[config.mk]
export PLATFORM = sky130hd
export DESIGN_NAME = uart_tx_ctrl
export DESIGN_NICKNAME = d
export VERILOG_FILES = /design/src/rtl/uart_pkg.sv /design/src/rtl/uart_baud_gen.sv /design/src/rtl/uart_tx_ctrl.sv
export SDC_FILE = /design/constraint.sdc
export NUM_CORES = 1
export LEC_CHECK = 0
export BUFFER_PORTS_ARGS = -buffer_cell sky130_fd_sc_hd__buf_2
export CELL_PAD_IN_SITES_DETAIL_PLACEMENT = 1
export CELL_PAD_IN_SITES_GLOBAL_PLACEMENT = 1
export CORE_MARGIN = 2
export CORE_UTILIZATION = 47
export CTS_CLUSTER_DIAMETER = 60
export DETAILED_ROUTE_END_ITERATION = 10
export GPL_TIMING_DRIVEN = 0
export PLACE_DENSITY_LB_ADDON = 0.15
export SETUP_SLACK_MARGIN = 0.15
export SLEW_MARGIN = 5
export SYNTH_ARGS = -nofsm -noshare
export SYNTH_HDL_FRONTEND = slang
export SYNTH_SLANG_ARGS = --single-unit
[constraint.sdc]
create_clock -name clk -period 3.7 [get_ports clk]
set_clock_uncertainty 0.05 [all_clocks]
set_input_delay 0.37 -clock clk [delete_from_list [all_inputs] [get_ports clk]]
set_output_delay 0.37 -clock clk [all_outputs]
set_load 0.03 [all_outputs]
[src/rtl/uart_pkg.sv]
// Shared UART definitions: transmitter FSM encodings and line levels.
// Used by the transmitter today and by the receiver later.
package uart_pkg;

    typedef logic [2:0] tx_state_t;

    localparam tx_state_t ST_IDLE   = 3'd0;
    localparam tx_state_t ST_START  = 3'd1;
    localparam tx_state_t ST_DATA   = 3'd2;
    localparam tx_state_t ST_PARITY = 3'd3;
    localparam tx_state_t ST_STOP   = 3'd4;

    localparam logic UART_IDLE_LVL  = 1'b1;
    localparam logic UART_START_LVL = 1'b0;

endpackage

[src/rtl/uart_baud_gen.sv]
// Baud tick counter: counts 0..CLKS_PER_BIT-1 while enabled, bit_end_o on the last count.
// Latency: bit_end_o is decoded from the registered count, no input-to-output path.
// Backpressure: none; held at zero while disabled or cleared.
module uart_baud_gen #(
    parameter int CLKS_PER_BIT = 10416
) (
    input  logic clk,
    input  logic rst,
    input  logic clear_i,
    input  logic en_i,
    output logic bit_end_o
);

    localparam int CNT_W = $clog2(CLKS_PER_BIT);

    logic [CNT_W-1:0] count_q;
    logic [CNT_W-1:0] count_d;

    assign bit_end_o = (count_q == CNT_W'(CLKS_PER_BIT - 1));

    always_comb begin
        count_d = count_q + CNT_W'(1);
        if (clear_i || !en_i || bit_end_o) begin
            count_d = '0;
        end
    end

    always_ff @(posedge clk or posedge rst) begin
        if (rst) begin
            count_q <= '0;
        end else begin
            count_q <= count_d;
        end
    end

endmodule

[src/rtl/uart_tx_ctrl.sv]
// RS232 transmitter: start, DATA_W bits LSB first, optional parity (UART_TX_PARITY_EN), STOP_BITS stops.
// Latency: tx_o leaves idle on the edge that accepts the word; tx_o is a flop.
// Backpressure: tx_ready_o only in IDLE; requests while busy are dropped, not queued.
module uart_tx_ctrl
    import uart_pkg::*;
#(
    parameter int DATA_W       = 8,
    parameter int CLKS_PER_BIT = 10416,
    parameter int STOP_BITS    = 1
) (
    input  logic              clk,
    input  logic              rst,
    input  logic [DATA_W-1:0] tx_data_i,
    input  logic              tx_valid_i,
    output logic              tx_ready_o,
    input  logic              parity_en_i,
    input  logic              parity_odd_i,
    output logic              tx_o,
    output logic              busy_o,
    output logic [2:0]        tx_state_o
);

    localparam int BIT_W = $clog2(DATA_W + 1);

    tx_state_t         state_q, state_d;
    logic [DATA_W-1:0] shift_q, shift_d;
    logic [BIT_W-1:0]  bit_cnt_q, bit_cnt_d;
    logic              tx_q, tx_d;
    logic              accept;
    logic              bit_end;

`ifdef UART_TX_PARITY_EN
    logic par_en_q, par_en_d;
    logic par_bit_q, par_bit_d;
`else
    logic unused_parity_cfg;
    assign unused_parity_cfg = parity_en_i ^ parity_odd_i;
`endif

    assign tx_ready_o = (state_q == ST_IDLE);
    assign busy_o     = (state_q == ST_START) || (state_q == ST_DATA) ||
                        (state_q == ST_PARITY) || (state_q == ST_STOP);
    assign tx_state_o = state_q;
    assign tx_o       = tx_q;
    assign accept     = tx_valid_i && tx_ready_o;

    uart_baud_gen #(
        .CLKS_PER_BIT (CLKS_PER_BIT)
    ) u_baud (
        .clk       (clk),
        .rst       (rst),
        .clear_i   (accept),
        .en_i      (busy_o),
        .bit_end_o (bit_end)
    );

    always_comb begin
        state_d   = state_q;
        shift_d   = shift_q;
        bit_cnt_d = bit_cnt_q;
`ifdef UART_TX_PARITY_EN
        par_en_d  = par_en_q;
        par_bit_d = par_bit_q;
`endif
        case (state_q)
            ST_IDLE: begin
                if (accept) begin
                    shift_d   = tx_data_i;
`ifdef UART_TX_PARITY_EN
                    // Parity is fixed at accept because the shifter destroys the word.
                    par_en_d  = parity_en_i;
                    par_bit_d = (^tx_data_i) ^ parity_odd_i;
`endif
                    state_d   = ST_START;
                end
            end
            ST_START: begin
                if (bit_end) begin
                    state_d = ST_DATA;
                end
            end
            ST_DATA: begin
                if (bit_end) begin
                    shift_d   = shift_q >> 1;
                    bit_cnt_d = bit_cnt_q + BIT_W'(1);
                    if (bit_cnt_q == BIT_W'(DATA_W - 1)) begin
`ifdef UART_TX_PARITY_EN
                        state_d = par_en_q ? ST_PARITY : ST_STOP;
`else
                        state_d = ST_STOP;
`endif
                    end
                end
            end
`ifdef UART_TX_PARITY_EN
            ST_PARITY: begin
                if (bit_end) begin
                    state_d = ST_STOP;
                end
            end
`endif
            ST_STOP: begin
                if (bit_end) begin
                    if (bit_cnt_q == BIT_W'(STOP_BITS - 1)) begin
                        state_d = ST_IDLE;
                    end else begin
                        bit_cnt_d = bit_cnt_q + BIT_W'(1);
                    end
                end
            end
            default: state_d = ST_IDLE;
        endcase

        if (state_d != state_q) begin
            bit_cnt_d = '0;
        end
    end

    // Line level is decoded from the next state so the pin flop tracks the FSM cycle-exactly.
    always_comb begin
        case (state_d)
            ST_START: tx_d = UART_START_LVL;
            ST_DATA:  tx_d = shift_d[0];
`ifdef UART_TX_PARITY_EN
            ST_PARITY: tx_d = par_bit_d;
`endif
            default:  tx_d = UART_IDLE_LVL;
        endcase
    end

    always_ff @(posedge clk or posedge rst) begin
        if (rst) begin
            state_q   <= ST_IDLE;
            shift_q   <= '0;
            bit_cnt_q <= '0;
            tx_q      <= UART_IDLE_LVL;
`ifdef UART_TX_PARITY_EN
            par_en_q  <= 1'b0;
            par_bit_q <= 1'b0;
`endif
        end else begin
            state_q   <= state_d;
            shift_q   <= shift_d;
            bit_cnt_q <= bit_cnt_d;
            tx_q      <= tx_d;
`ifdef UART_TX_PARITY_EN
            par_en_q  <= par_en_d;
            par_bit_q <= par_bit_d;
`endif
        end
    end

endmodule
Yosys cells after proc, flatten, opt, wreduce, memory -nomap -nowiden:

Cells that the tools add are included.
W data, S select, Z words.

* ROM bits: 0
* bits in writable memories: 0
* input port bits: 13
* word-level logic and storage cells: 52
* flip-flop bits (word level): 30
* bits in latches: 0
* memories: 0

* equal/unequal tests: 14
* muxes and demuxes: 17
* add/sub/neg operators: 2
* reduce and logical (&&, ||, !) cells: 13
* divide/modulo/power cells: 0
* bitwise gates (word level): 0
* shift operators: 0
* order comparisons: 0
* multiply operators: 0

Operator list (number)
* $mux W3: 6
* $mux W4: 4
* $mux W8: 2
* $pmux W8 S2: 1
* $add A14 B1 Y14 const B: 1
* $eq A14 B14 Y1 const B: 1
* $mux W14: 1
* $pmux W3 S4: 1
* $eq A3 B2 Y1 const B: 3
* $pmux W4 S2: 1
* $eq A3 B1 Y1 const B: 2
* $ne A3 B1 Y1 const B: 2
* $logic_or A1 B1 Y1: 5
* $add A4 B1 Y4 const B: 1
* $eq A4 B3 Y1 const B: 1
* $logic_not A4 Y1: 1
* $ne A2 B1 Y1 const B: 2
* $reduce_and A4 Y1: 1
* $eq A3 B3 Y1 const B: 1
* $logic_not A3 Y1: 1
* $ne A3 B2 Y1 const B: 1
* $ne A3 B3 Y1: 1
* $reduce_and A3 Y1: 1
* $reduce_bool A3 Y1: 1
* other kinds (4): 4

Depth between registers and ports, before layout:

* word-level depth: 8
* depth in mapped cells: 7
* mapped depth without buffers: 7

Modules after synthesis:

Synthesis repeated with hierarchy kept, for this count alone.

* cell total of the unflattened synthesis: 171
* area, all modules: 1697.9 um^2

By module, submodules not included
* uart_tx_ctrl: area each 937.1 um^2, times used 1, sequential area each 401.6 um^2, cells each 99
* uart_baud_gen: area each 760.7 um^2, times used 1, sequential area each 350.3 um^2, cells each 72

Worst setup path before layout:

Ideal clock, no wire load.

* path type: flip-flop to flip-flop
* from: reg state_q[0], in the netlist tx_state_o[0]
* to: reg u_baud.count_q[12]
* data required time: 3.572 ns
* clock period less this slack: 2.037 ns
* arrival: 1.909 ns
* path slack: 1.663 ns
* stages on the path, launching flop included: 7
* buffers on the path: 2
* path through: dfrtp_1 buf_6 nor2_1 xnor2_1 nand2_1 clkbuf_1 a21oi_1

* longest elaborated chain between the ends: 8

RTL lines
* start: declaration: RTL line uart_tx_ctrl.sv:25 `tx_state_t state_q, state_d;`
* start signal: assignment: RTL line uart_tx_ctrl.sv:142 `state_q <= state_d;`
* $eq A3 B1 Y1 / $eq A3 B2 Y1 (equally long branches): RTL line uart_tx_ctrl.sv:41 `assign busy_o = (state_q == ST_START) || (state_q == ST_DATA) ||`
* $logic_or A1 B1 Y1 (2 in series): RTL line uart_tx_ctrl.sv:41
* $logic_or A1 B1 Y1 (*): RTL line uart_tx_ctrl.sv:42 `(state_q == ST_PARITY) || (state_q == ST_STOP);`
* net busy_o: RTL line uart_tx_ctrl.sv:19 `output logic busy_o,`
* $logic_not A1 Y1 (*): RTL line uart_baud_gen.sv:23 `if (clear_i || !en_i || bit_end_o) begin`
* $logic_or A1 B1 Y1 (*) (2 in series): RTL line uart_baud_gen.sv:23
* $mux W14 (*): RTL line uart_baud_gen.sv:23
* net u_baud.count_d[12]: RTL line uart_baud_gen.sv:17 `logic [CNT_W-1:0] count_d;`
* end signal: assignment: RTL line uart_baud_gen.sv:32 `count_q <= count_d;`
* end: declaration: RTL line uart_baud_gen.sv:16 `logic [CNT_W-1:0] count_q;`

Mark *: on every way through the listed nets, which the timed path passes. The rest lies on a longest branch.
A chain may end at the register's enable or synchronous reset.

Worst setup path after layout:

* from: reg state_q[0], in the netlist tx_state_o[0]
* to: reg tx_q, in the netlist tx_o

* longest elaborated chain between the ends: 6

RTL lines
* $logic_not A3 Y1: RTL line uart_tx_ctrl.sv:40, uart_tx_ctrl.sv:65
* $logic_and A1 B1 Y1: RTL line uart_tx_ctrl.sv:45 `assign accept = tx_valid_i && tx_ready_o;`
* $mux W3: RTL line uart_tx_ctrl.sv:67 `if (accept) begin`
* $pmux W3 S4: RTL line uart_tx_ctrl.sv:65 `case (state_q)`
* $eq A3 B2 Y1 / $eq A3 B1 Y1 (equally long branches): RTL line uart_tx_ctrl.sv:121 `case (state_d)`
* $pmux W1 S2 (*): RTL line uart_tx_ctrl.sv:121
* net tx_d: RTL line uart_tx_ctrl.sv:28 `logic tx_q, tx_d;`
* end signal: assignment: RTL line uart_tx_ctrl.sv:145 `tx_q <= tx_d;`
* end: declaration: RTL line uart_tx_ctrl.sv:28

Mark *: on every way through the listed nets, which the timed path passes. The rest lies on a longest branch. The select of a mux whose other input is x is not followed.

==> summary.txt <==
Run status
  • Status: finished clean

CTS
  • Clock Tree Buf Depth: 2
  • CTS HTree Levels: 2
  • Clock transition at path regs: 0.09 ns
  • Clk sinks: 30
  • Clock root buffer: clkbuf_4
  • CTS-repair resized insts: 0
  • Inserted Clock Buffers: 5
  • Clk_lat worst skew: 0.34 ns
  • Hold Buf Count CTS: 0
  • # Post-CTS Setup Buffers: 0
  • CTS tree: done

Final layout
  • Most common cell after layout, fill and taps aside: dfrtp_1
  • Final #Nets: 199
  • P&R area growth vs syn: 12.48%
  • Most frequent cells in the layout: dfrtp_1 (29), nand2_1 (23), buf_2 (18)
  • Fillers: 383
  • Number of diodes: 0
  • Ratio of cells with drive above 1 in the final layout: 20.65%
  • Sequential cell area: 752.0 um2
  • Multi-input logic area: 743.2 um2
  • Post-route cell area: 1748 um2

Worst setup path
  • Crit-path cells: buf_6, nor2_1, and2_1, clkbuf_1, a21oi_2, a221oi_1, a21oi_1
  • Reg-to-Reg Start: tx_state_o[0]
  • CP bufs+invs: 2
  • Req. time, crit path: 3.90 ns
  • Critical path origin: tx_state_o[0]
  • Setup Crit Path Kind: flop to flop
  • Crit. End Element: flop
  • R2r worst-path depth: 7
  • CP delay by family, top: compound AO/OA/AOI/OAI gates
  • Worst setup path end: tx_o
  • Reg2reg end: tx_o
  • Max stage delay cell, worst path: dfrtp_1
  • CP max FO: 10
  • Flop2flop setup slack: around 1.6 ns
  • Critical path arrival: between 2 and 2.5 ns
  • CP Depth: 7
  • Startpoint types: flop
  • CP max stage delay: between 0.4 and 0.5 ns

Floorplanning
  • Core ar.: 3103 um2
  • Ports: 19
  • Die area: 3782 um2
  • Chip Width: 61.50 um
  • DIE HEIGHT: 61.50 um
  • Row cnt: 20
  • Initial core utilization: 50.08%

Global routing
  • Met3 global-route usage: under 10%
  • GR Util met1: between 20 and 30%
  • Antenna violations before repair: 0
  • First-pass GRT wire length: just under 6000 um
  • Busiest metal layer after global routing: met2
  • Vias in the first global route: 1,323
  • Largest net degree at the start of global routing: 31
  • Met2 Resource Use GR: 35.34%
  • Tot GR Track Use: 21.95%
  • GRT overflow: 0

Yosys
  • Most used DFF post-synth: dfrtp_1
  • Register area share after synthesis: 48.39%
  • Synth Register Bits: 30
  • Yosys cell types: 45
  • Post-Syn Area: 1554 um2
  • Mapped Nets: 176
  • Cells after synthesis: 160
  • Post-synth EDFFs: 0
  • Yosys Warn Count: 0
  • Mean Syn Cell Area: between 9 and 10 um2
  • Synth async-reset ratio: 100.0%

STA
  • Tmin final: 2.121 ns
  • Setup violators final: 0
  • Period Utilization, post-route: 57.33%
  • Setup slack after layout: 1.579 ns
  • Rel. slew slack: approximately a quarter
  • Endpoints failing hold: 0
  • Hold Slack: 0.2113 ns
  • Setup TNS: 0 ns
  • FMAX: around 470 MHz
  • RSZ-0062 raised after global routing: no
  • Slew Limit Fails: 0
  • Worst Max-Slew Pin Slew: 1.139 ns

Power and ir drop
  • Sw Pwr: 0.1228 mW
  • Clock Power Share: 38.0%
  • Gate power share: 2.2%
  • Flop pwr share: between 50% and 60%
  • Leakage: roughly 0.82 nW
  • Pwr dens: 313.6 nW/um2
  • Internal power: 0.4253 mW
  • VDD IR-drop max: 0.2458 mV
  • Switch share: 22.41%

Place
  • IO buf count: 16
  • Dpl hpwl: 2537 um
  • Post-Place Setup Slack: 1.556 ns
  • GP Congestion: 0.7487
  • Dpl cell area: 1689 um2

Route
  • Residual DRC: 0
  • Vias per cell: 5.504
  • Final wirelength: ~3500 um
  • DR pass1 iterations: 4
  • DRT iter0 DRCs: 13
  • Routed Antenna Nets: 0
  • WL/cell: about 15 um
  • Via count: 1,255

Min path
  • Hold crit path type: input port to flop
  • Hold Crit Depth: 3

Flow run
  • MaxCap Viol Count: 0
==> logic make-up (layout without fill, tap and decap cells) <==
family                   count (synthesis)  in the layout  share of synthesized area (%)
AND/OR/NAND/NOR                         73             73                          26.89
AO/OA/AOI/OAI                           31             31                          12.88
flip-flops                              30             30                          48.39
buffers and inverters                   13             37                          3.784
XOR/XNOR                                10             10                          5.636
adder cells (fa/ha/maj)                  3              3                          2.416
==> worst min-delay path: cells and delay by family <==
kind,cells,cell delay (ns)
simple gates,1,0.05
buf+inv,1,0.08
compound gates,1,0.05
==> cell usage after synthesis (all sizes together) (2+ instances only) <==
cell	instances	area (um2)
a21oi	10	57.56
a22oi	6	45.04
and2	2	12.51
and3	2	13.77
and4	3	31.28
buf	3	21.27
clkbuf	3	11.26
dfrtp	29	725.7
ha	3	37.54
inv	7	26.28
nand2	23	86.33
nand2b	2	12.51
nand3	5	25.02
nand4	4	40.04
nor2	15	58.81
nor3	3	20.02
nor3b	2	26.28
o21ai	6	30.03
o21bai	2	15.01
or3	6	42.54
xnor2	5	43.79
xor2	5	43.79
==> metal layers <==
metal | share of wire (%) | wire [um]
met5 | 0 | 0
met3 | 2.6 | 90
met4 | 1.9 | 65
met1 | 43 | 1509
met2 | 52 | 1836
==> area by class of cell <==
| type | instances | share of cell area, % |
|---|---|---|
| Sequential cell | 30 | 43.02 |
| Multi-Input combinational cell | 117 | 42.52 |
| Timing Repair Buffer | 16 | 4.581 |
| Clock buffer | 8 | 3.364 |
| Tap cell | 44 | 3.150 |
| Buffer | 6 | 1.861 |
| Inverter | 7 | 1.503 |
==> per-stage QoR <==
| step | util, % | total power [mW] | instances |
|---|---|---|---|
| 3_3_place_gp | 54.44 | 0.3460 | 220 |
| 5_1_grt | 56.33 | 0.5748 | 228 |
| 2_1_floorplan | - | 0.3395 | 160 |
| 6_report | 56.33 | 0.5481 | 228 |
| 3_5_place_dp | 54.44 | 0.3467 | 220 |
| 4_1_cts | 56.33 | 0.5569 | 228 |
==> worst min path at each step <==
stage | startpoint | to | slack (ns)
floorplan | shift_q[1] | shift_q[1] | 0.40
global placement | shift_q[3] | shift_q[3] | 0.41
detailed placement | shift_q[4] | shift_q[4] | 0.42
CTS | tx_data_i[2] | shift_q[2] | 0.20
global route | tx_data_i[1] | shift_q[1] | 0.20
finish | tx_data_i[4] | shift_q[4] | 0.21
==> flip-flops by register name (all words and copies together) (netlist names) <==
register / cells
u_baud.count_q: 14
bit_cnt_q: 4
tx_state_o: 3
shift_q: 8
tx_o: 1
==> power by group through the flow <==
stage	Clock (mW)	Combinational [mW]	Sequential [mW]
after detailed placement	0	0.0126	0.334
after CTS	0.217	0.0127	0.328
after global routing	0.233	0.0141	0.328
after floorplan	0	0.00538	0.334
final	0.208	0.0121	0.328
after global placement	0	0.0119	0.334
Note: power is estimated with default switching activity, not from simulation.
